===== src/rtl/usb_if_pkg.sv =====
// Shared encodings for the FX3 port scheduler: FSM states, port indices and FIFOADDR codes.
package usb_if_pkg;

  typedef enum logic [2:0] {StIdle, StAddr, StStrt, StWait, StGap} sched_state_e;

  localparam logic [1:0] PortDpi = 2'd0;
  localparam logic [1:0] PortDpo = 2'd1;
  localparam logic [1:0] PortCpi = 2'd2;

  localparam logic [1:0] FifoAdrDpi = 2'b00;
  localparam logic [1:0] FifoAdrDpo = 2'b01;
  localparam logic [1:0] FifoAdrCpi = 2'b10;

  function automatic logic [1:0] onehot_to_port(input logic [2:0] oh);
    if (oh[2]) return PortCpi;
    if (oh[1]) return PortDpo;
    return PortDpi;
  endfunction

  function automatic logic [1:0] port_fifoadr(input logic [1:0] port);
    case (port)
      PortDpo: return FifoAdrDpo;
      PortCpi: return FifoAdrCpi;
      default: return FifoAdrDpi;
    endcase
  endfunction

endpackage


===== src/rtl/usb_rr_arb3.sv =====
// Three-way round-robin picker: search starts at the port after the last served one.
module usb_rr_arb3
  import usb_if_pkg::*;
(
  input  logic [2:0] eligible,
  input  logic [1:0] last,
  output logic [2:0] winner
);

  logic [1:0] first, second, third;

  always_comb begin
    case (last)
      PortDpi: begin first = PortDpo; second = PortCpi; third = PortDpi; end
      PortDpo: begin first = PortCpi; second = PortDpi; third = PortDpo; end
      default: begin first = PortDpi; second = PortDpo; third = PortCpi; end
    endcase
    winner = '0;
    if (eligible[first]) winner[first] = 1'b1;
    else if (eligible[second]) winner[second] = 1'b1;
    else if (eligible[third]) winner[third] = 1'b1;
  end

endmodule


===== src/rtl/usb_port_sched.sv =====
// FX3 slave-FIFO bus scheduler: round-robin grant, address setup, start pulse,
// done/timeout wait and turnaround gap.
module usb_port_sched
  import usb_if_pkg::*;
#(
  parameter int unsigned ADDR_SETUP = 2,
  parameter int unsigned TURN_CYC   = 1,
  parameter int unsigned TIMEOUT    = 1024
) (
  input  logic       clk_i,
  input  logic       rstn_i,
  input  logic [2:0] en_i,
  input  logic [2:0] req_i,
  input  logic [2:0] done_i,
  output logic [2:0] strt_o,
  output logic [2:0] abort_o,
  output logic [1:0] fifoadr_o,
  output logic [2:0] grant_o,
  output logic       busy_o,
  output logic [7:0] err_cnt_o
);

  localparam logic [15:0] AddrLast = 16'(ADDR_SETUP - 1);
  localparam logic [15:0] WaitLast = 16'(TIMEOUT - 1);
  localparam logic [15:0] GapLast  = 16'((TURN_CYC > 0) ? TURN_CYC - 1 : 0);
  localparam bit          SkipGap  = (TURN_CYC == 0);

  sched_state_e state_q, state_d;
  logic [15:0]  cnt_q, cnt_d;
  logic [2:0]   grant_q, grant_d;
  logic [1:0]   fifoadr_q, fifoadr_d;
  logic [1:0]   last_q, last_d;
  logic [7:0]   err_q, err_d;
  logic [2:0]   winner;
  logic         leave;

  usb_rr_arb3 u_arb (
    .eligible (en_i & req_i),
    .last     (last_q),
    .winner   (winner)
  );

  always_comb begin
    state_d   = state_q;
    cnt_d     = cnt_q + 16'd1;
    grant_d   = grant_q;
    fifoadr_d = fifoadr_q;
    last_d    = last_q;
    err_d     = err_q;
    strt_o    = '0;
    abort_o   = '0;
    leave     = 1'b0;
    unique case (state_q)
      StIdle: begin
        cnt_d = '0;
        if (winner != 3'b000) begin
          grant_d   = winner;
          fifoadr_d = port_fifoadr(onehot_to_port(winner));
          state_d   = StAddr;
        end
      end
      StAddr: begin
        if (cnt_q == AddrLast) begin
          cnt_d   = '0;
          state_d = StStrt;
        end
      end
      StStrt: begin
        strt_o  = grant_q;
        cnt_d   = '0;
        state_d = StWait;
      end
      StWait: begin
        // Done on the expiry cycle takes priority over the abort.
        if ((done_i & grant_q) != 3'b000) begin
          leave = 1'b1;
        end else if (cnt_q == WaitLast) begin
          abort_o = grant_q;
          leave   = 1'b1;
          if (err_q != 8'hFF) err_d = err_q + 8'd1;
        end
        if (leave) begin
          last_d = onehot_to_port(grant_q);
          cnt_d  = '0;
          if (SkipGap) begin
            grant_d = '0;
            state_d = StIdle;
          end else begin
            state_d = StGap;
          end
        end
      end
      StGap: begin
        if (cnt_q == GapLast) begin
          cnt_d   = '0;
          grant_d = '0;
          state_d = StIdle;
        end
      end
      default: begin
        cnt_d   = '0;
        grant_d = '0;
        state_d = StIdle;
      end
    endcase
  end

  always_ff @(posedge clk_i) begin
    if (!rstn_i) begin
      state_q   <= StIdle;
      cnt_q     <= '0;
      grant_q   <= '0;
      fifoadr_q <= FifoAdrDpi;
      last_q    <= PortCpi;
      err_q     <= '0;
    end else begin
      state_q   <= state_d;
      cnt_q     <= cnt_d;
      grant_q   <= grant_d;
      fifoadr_q <= fifoadr_d;
      last_q    <= last_d;
      err_q     <= err_d;
    end
  end

  assign grant_o   = grant_q;
  assign fifoadr_o = fifoadr_q;
  assign busy_o    = (state_q != StIdle);
  assign err_cnt_o = err_q;

endmodule


===== config.mk =====
export PLATFORM = sky130hd
export DESIGN_NAME = usb_port_sched
export DESIGN_NICKNAME = d
export VERILOG_FILES = /design/src/rtl/usb_if_pkg.sv /design/src/rtl/usb_rr_arb3.sv /design/src/rtl/usb_port_sched.sv
export SDC_FILE = /design/constraint.sdc
export NUM_CORES = 1
export LEC_CHECK = 0
export ABC_AREA = 1
export CAP_MARGIN = 20
export CORE_MARGIN = 2
export CORE_UTILIZATION = 57
export CTS_CLUSTER_DIAMETER = 150
export CTS_CLUSTER_SIZE = 14
export DETAILED_ROUTE_END_ITERATION = 10
export GPL_TIMING_DRIVEN = 1
export PLACE_DENSITY = 0.84
export SKIP_CTS_REPAIR_TIMING = 1
export SLEW_MARGIN = 15
export SYNTH_ARGS = -nofsm -noshare
export SYNTH_HDL_FRONTEND = slang
export SYNTH_SLANG_ARGS = --single-unit

===== constraint.sdc =====
create_clock -name clk_i -period 4.4 [get_ports clk_i]
set_input_delay 0.88 -clock clk_i [delete_from_list [all_inputs] [get_ports clk_i]]
set_output_delay 0.88 -clock clk_i [all_outputs]
set_load 0.05 [all_outputs]

Word-level counts from Yosys, hierarchy flattened
Cells that the tools add are included.
{"block": "word_totals", "register_bits": 34, "input_bits": 11}
{"block": "classes", "add_sub_neg": 2, "order_cmp": 6, "eq_ne": 14, "n_mux": 61, "n_bitwise": 4, "reduce_logical": 15}
{"cell": "two-way mux 16 bit", "n": 3}
{"cell": "case mux 16 bit (3 select lines)", "n": 1}
{"cell": "two-way mux 3 bit", "n": 12}
{"cell": "two-way mux 1 bit", "n": 23}
{"cell": "two-way mux 2 bit", "n": 10}
{"cell": "adder 16 x 1 -> 16 bit, second input constant", "n": 1}
{"cell": "== test 16 x 1 -> 1 bit, second input constant", "n": 1}
{"cell": "== test 16 x 10 -> 1 bit, second input constant", "n": 1}
{"cell": "zero test 16 bit", "n": 1}
{"cell": "case mux 2 bit (2 select lines)", "n": 4}
{"cell": "case mux 3 bit (5 select lines)", "n": 1}
{"cell": "less-than comparator 2 x 3 -> 1 bit, second input constant", "n": 3}
{"cell": "case mux 3 bit (3 select lines)", "n": 1}
{"cell": "nonzero test 3 bit", "n": 3}
{"cell": "adder 8 x 1 -> 8 bit, second input constant", "n": 1}
{"cell": "!= test 2 bit, second input constant", "n": 4}
{"cell": "!= test 8 bit, second input constant", "n": 1}
{"cell": "AND reduction 4 bit", "n": 2}
{"cell": "bitwise AND 3 bit", "n": 2}
{"cell": "binary-select mux 1 bit (select 2 bit)", "n": 3}
{"cell": "demux 1 bit (select 2 bit)", "n": 3}
{"cell": "== test 3 x 2 -> 1 bit, second input constant", "n": 2}
{"cell": ">= comparator 2 x 1 -> 1 bit, second input constant", "n": 3}
{"cell": "== test 2 x 1 -> 1 bit, second input constant", "n": 2}
{"cell": "other kinds (10)", "n": 14}

Longest topological paths before layout
Gate-level depths: netlist of run 1.
{"block": "depth", "depth_word": 21, "depth_mapped": 12, "mapped_depth_nobuf": 11}

Cells and area by module
A second synthesis of run 1 with hierarchy kept.
{"block": "unflattened", "hier_cells": 291, "hier_area_um2": 2064.5}
{"mod": "usb_port_sched", "instances": 1, "cells_each": 262, "area_each_um2": 1930.6}
{"mod": "usb_rr_arb3", "instances": 1, "cells_each": 29, "area_each_um2": 133.9}

Worst setup path before layout of run 1
OpenSTA, ideal clock, no wires.
{"block": "synth_path", "path_kind": "reg-to-output", "from": "reg cnt_q[0]", "to": "out abort_o[0]", "arrival_ns": 2.087, "required_ns": 3.520, "setup_slack_ns": 1.433, "stages_incl_launch_ff": 10, "n_path_buf": 0, "cell_sequence": "dfxtp_1 -> ha_1 -> nand3_2 -> nor3_4 -> inv_1 -> nor3_2 -> nand4_1 -> nor3_1 -> inv_1 -> nor2_1"}
{"block": "synth_between", "elab_chain_len": 4}
{"item": "start, declared", "line_no": "usb_port_sched.sv:29", "text": "logic [15:0] cnt_q, cnt_d;"}
{"item": "start signal, assigned", "line_no": "usb_port_sched.sv:118", "text": "cnt_q <= cnt_d;"}
{"item": "== test 16 x 10 -> 1 bit", "line_no": "usb_port_sched.sv:77", "text": "end else if (cnt_q == WaitLast) begin"}
{"item": "two-way mux 3 bit", "line_no": "usb_port_sched.sv:77"}
{"item": "two-way mux 3 bit", "line_no": "usb_port_sched.sv:75", "text": "if ((done_i & grant_q) != 3'b000) begin"}
{"item": "two-way mux 3 bit", "line_no": "usb_port_sched.sv:53", "text": "unique case (state_q)"}
{"item": "end, declared", "line_no": "usb_port_sched.sv:16", "text": "output logic [2:0] abort_o,"}
No other way between the ends.

Worst setup path after layout of run 1
{"block": "layout_path", "from": "reg cnt_q[0]", "to": "out abort_o[2]"}
The elaborated chain is that of the path after synthesis.

==> results of run 1 <==
-- logic make-up after synthesis --
kind of cell | Yosys count | synth area share
simple gates | 152 | 0.371
buf+inv | 39 | 0.0850
flops | 34 | 0.356
compound gates | 26 | 0.0804
xor+xnor | 18 | 0.0824
fa+ha+maj | 4 | 0.0261
-- through the flow --
step | std cells | cell area [µm²] | hold slack, ns | utilization | setup WS, ns
after detailed placement | 347 | 2250 | 0.458 | 0.685 | 0.909
after CTS | 353 | 2300 | 0.475 | 0.700 | 0.561
after floorplan | 273 | 1910 | 0.445 | - | 1.43
after global routing | 353 | 2300 | 0.509 | 0.700 | 0.293
after global placement | 347 | 2250 | 0.449 | 0.685 | 0.955
final | 353 | 2300 | 0.476 | 0.700 | 0.595
-- how the worst min path moves through the flow --
| stage | cells past startpoint | slack, ns | from | end |
|---|---|---|---|---|
| final | 2 | 0.48 | fifoadr_o[1] | fifoadr_o[1] |
| after global routing | 2 | 0.51 | fifoadr_o[0] | fifoadr_o[0] |
| after CTS | 2 | 0.47 | fifoadr_o[1] | fifoadr_o[1] |
| after detailed placement | 2 | 0.46 | fifoadr_o[1] | fifoadr_o[1] |
| after global placement | 2 | 0.45 | fifoadr_o[1] | fifoadr_o[1] |
| after floorplan | 1 | 0.44 | cnt_q[0] | cnt_q[0] |
-- area by class of cell --
cell class / count / area (µm²)
clock buffers: 6 / 51.3
fillers: 301 / 985
inverters: 37 / 139
multi-input cells: 200 / 1070
flip-flops and latches: 34 / 681
well taps: 46 / 57.6
repair buffers: 30 / 300
-- cell usage in the layout (no fill, tap or decap) --
cell,synthesis,layout
nand2_1,64,64
inv_1,34,34
dfxtp_1,34,34
nor2_1,31,31
clkdlybuf4s50_1,0,30
a21oi_1,18,18
nand4_1,16,16
nand3_1,15,15
xor2_1,14,14
nor2_2,12,12
nor3_1,6,6
clkbuf_4,0,5
xnor2_1,4,4
o21ai_0,4,4
ha_1,4,4
nand2_2,2,2
clkinv_1,2,2
o211ai_1,2,2
nand3_2,1,1
nor3_4,1,1
nor3_2,1,1
nor2_4,1,1
inv_2,1,1
o211ai_4,1,1
nor4_1,1,1
and3_1,1,1
a211oi_1,1,1
clkbuf_8,0,1
-- worst max-delay path: cells and delay by family, from the launching register on --
kind | cells | cell delay [ns]
AND/OR/NAND/NOR | 6 | 0.98
buffers and inverters | 3 | 0.97
flip-flops | 1 | 0.41
adder cells (fa/ha/maj) | 1 | 0.24
-- metal layers --
| layer | vias to the layer above | routed length (µm) |
|---|---|---|
| met5 | - | 0 |
| li1 | 954 | - |
| met4 | 0 | 57 |
| met3 | 4 | 187 |
| met2 | 41 | 1810 |
| met1 | 793 | 1830 |
-- power by group --
| part | total [mW] | internal [mW] | switching, mW |
|---|---|---|---|
| combinational | 0.224 | 0.0721 | 0.152 |
| clock | 0.171 | 0.0720 | 0.0994 |
| sequential | 0.339 | 0.323 | 0.0165 |
| total | 0.735 | 0.467 | 0.268 |
-- sequential cells by signal, summed over array words and instances (netlist names) --
name and count:
cnt_q 16, err_cnt_o 8, fifoadr_o 2, grant_o 3, last_q 2, state_q 3
==> summary.txt, run 1 <==
Max stage delay on crit path = 0.80 ns
die area = 3840 µm²
Final TNS setup = 0 ns
grt ovf = 0
CTS Sinks = 34
drt total wl = 3890 µm
Worst setup endpoint = abort_o[2]
FF-to-FF path depth = 8
routability cong. = 0.815
reg-to-reg endpoint = err_cnt_o[2]
Num CTS Buffers = 5
Post-DRT Antenna Nets = 0
syn avg cell area = 7.01 µm²
maximum vdd drop = 0.000279 V
Worst-Margin Slew = 0.594 ns
Cell Chain, Critical Path = ha_1 -> nand3_2 -> nor3_4 -> inv_1 -> nor3_2 -> nand4_1 -> nor3_1 -> inv_1 -> nor2_1 -> clkdlybuf4s50_1
CP most frequent cell = inv_1
Clock Pin Slew Worst Setup and Hold Paths = 0.11 ns
Initial Util = 0.583
Overall Power = 0.735 mW
Max-Cap Viols = 0
Post-synth EDFFs = 0
CP required = 3.52 ns
kind of critical path = reg2out
final hold violation count = 0
setup violators final = 0
total number of vias = 1792
clk buf depth = 2
Cells after Synth = 273
Via density = 5.08
Top FF cell, synth = dfxtp_1
clk_lat worst skew = 0.34 ns
outcome = complete, no violations
GRT busiest layer = met2
Unique masters post-synth = 27
Lkg Pwr = 0.914 nW
first-pass GRT wire length = 6490 µm
worst rel slew slack = 0.602
M1 GR Usage = 0.279
synth top area cells = dfxtp_1 (36%), nand2_1 (13%), inv_1 (6.7%)
GR Util met3 = 0.0683
CTS tree = yes
Nets = 323
r2r setup slk = 2.45 ns
slowest CP cell = clkdlybuf4s50_1
Core ar. = 3280 µm²
Yosys top cell by area = dfxtp_1
Die H = 62.0 µm
1st-iter DRT viols = 103
RSZ-0062 raised after global routing = false
CP startpoint kind = flop
most frequent cell after synthesis = nand2_1
Row Count = 21
power per cell area = 319 nW/µm²
Final Critical Period = 3.81 ns
Final Cycle Share = 0.865
Ports = 31
vias in the first global route = 1582
fmax = 0.263 GHz
crit path DAT = 2.93 ns
post-DR wirelength/cell = 11.0 µm
Worst Path Max Fanout = 5
min-delay worst type = reg2reg
Yosys reg bits = 34
met2 Use GR = 0.375
max-slew violation count = 0
initial antenna violation count = 0
port bufs = 30
top post-synthesis cells by count = nand2_1 (64), dfxtp_1 (34), inv_1 (34)
Critical Path Sink Type = output pin
first-pass detailed-route iteration total = 4
ANT cells = 0
final clock skew = 0.0171 ns
synthesized cell area = 1910 µm²
Async S/R FF share, synth = 0
Yosys top cell area share = 0.356
Die Width = 62.0 µm
post-synthesis sequential area ratio = 0.356
largest net degree at the start of global routing = 17
crit path from = cnt_q[0]
area grow syn2layout = 20.1%
GRT Total Usage = 0.228
Worst R2R Start = cnt_q[0]
htree depth = 2
hpwl dp = 2850 µm
yosys warns = 0
layout cells sized above 1 = 0.0847
Syn Nets = 288
DRC Markers = 0
Clk Tree Root Cell = clkbuf_4
No activity file was read; power rests on OpenSTA's default activity.
==> run 2: changes to the inputs <==
HOLD_SLACK_MARGIN = 0.02   (was default)
SLEW_MARGIN = 20   (was 15)
==> results of run 2 <==
Final layout, timing and power as in run 1 (identical DEF).
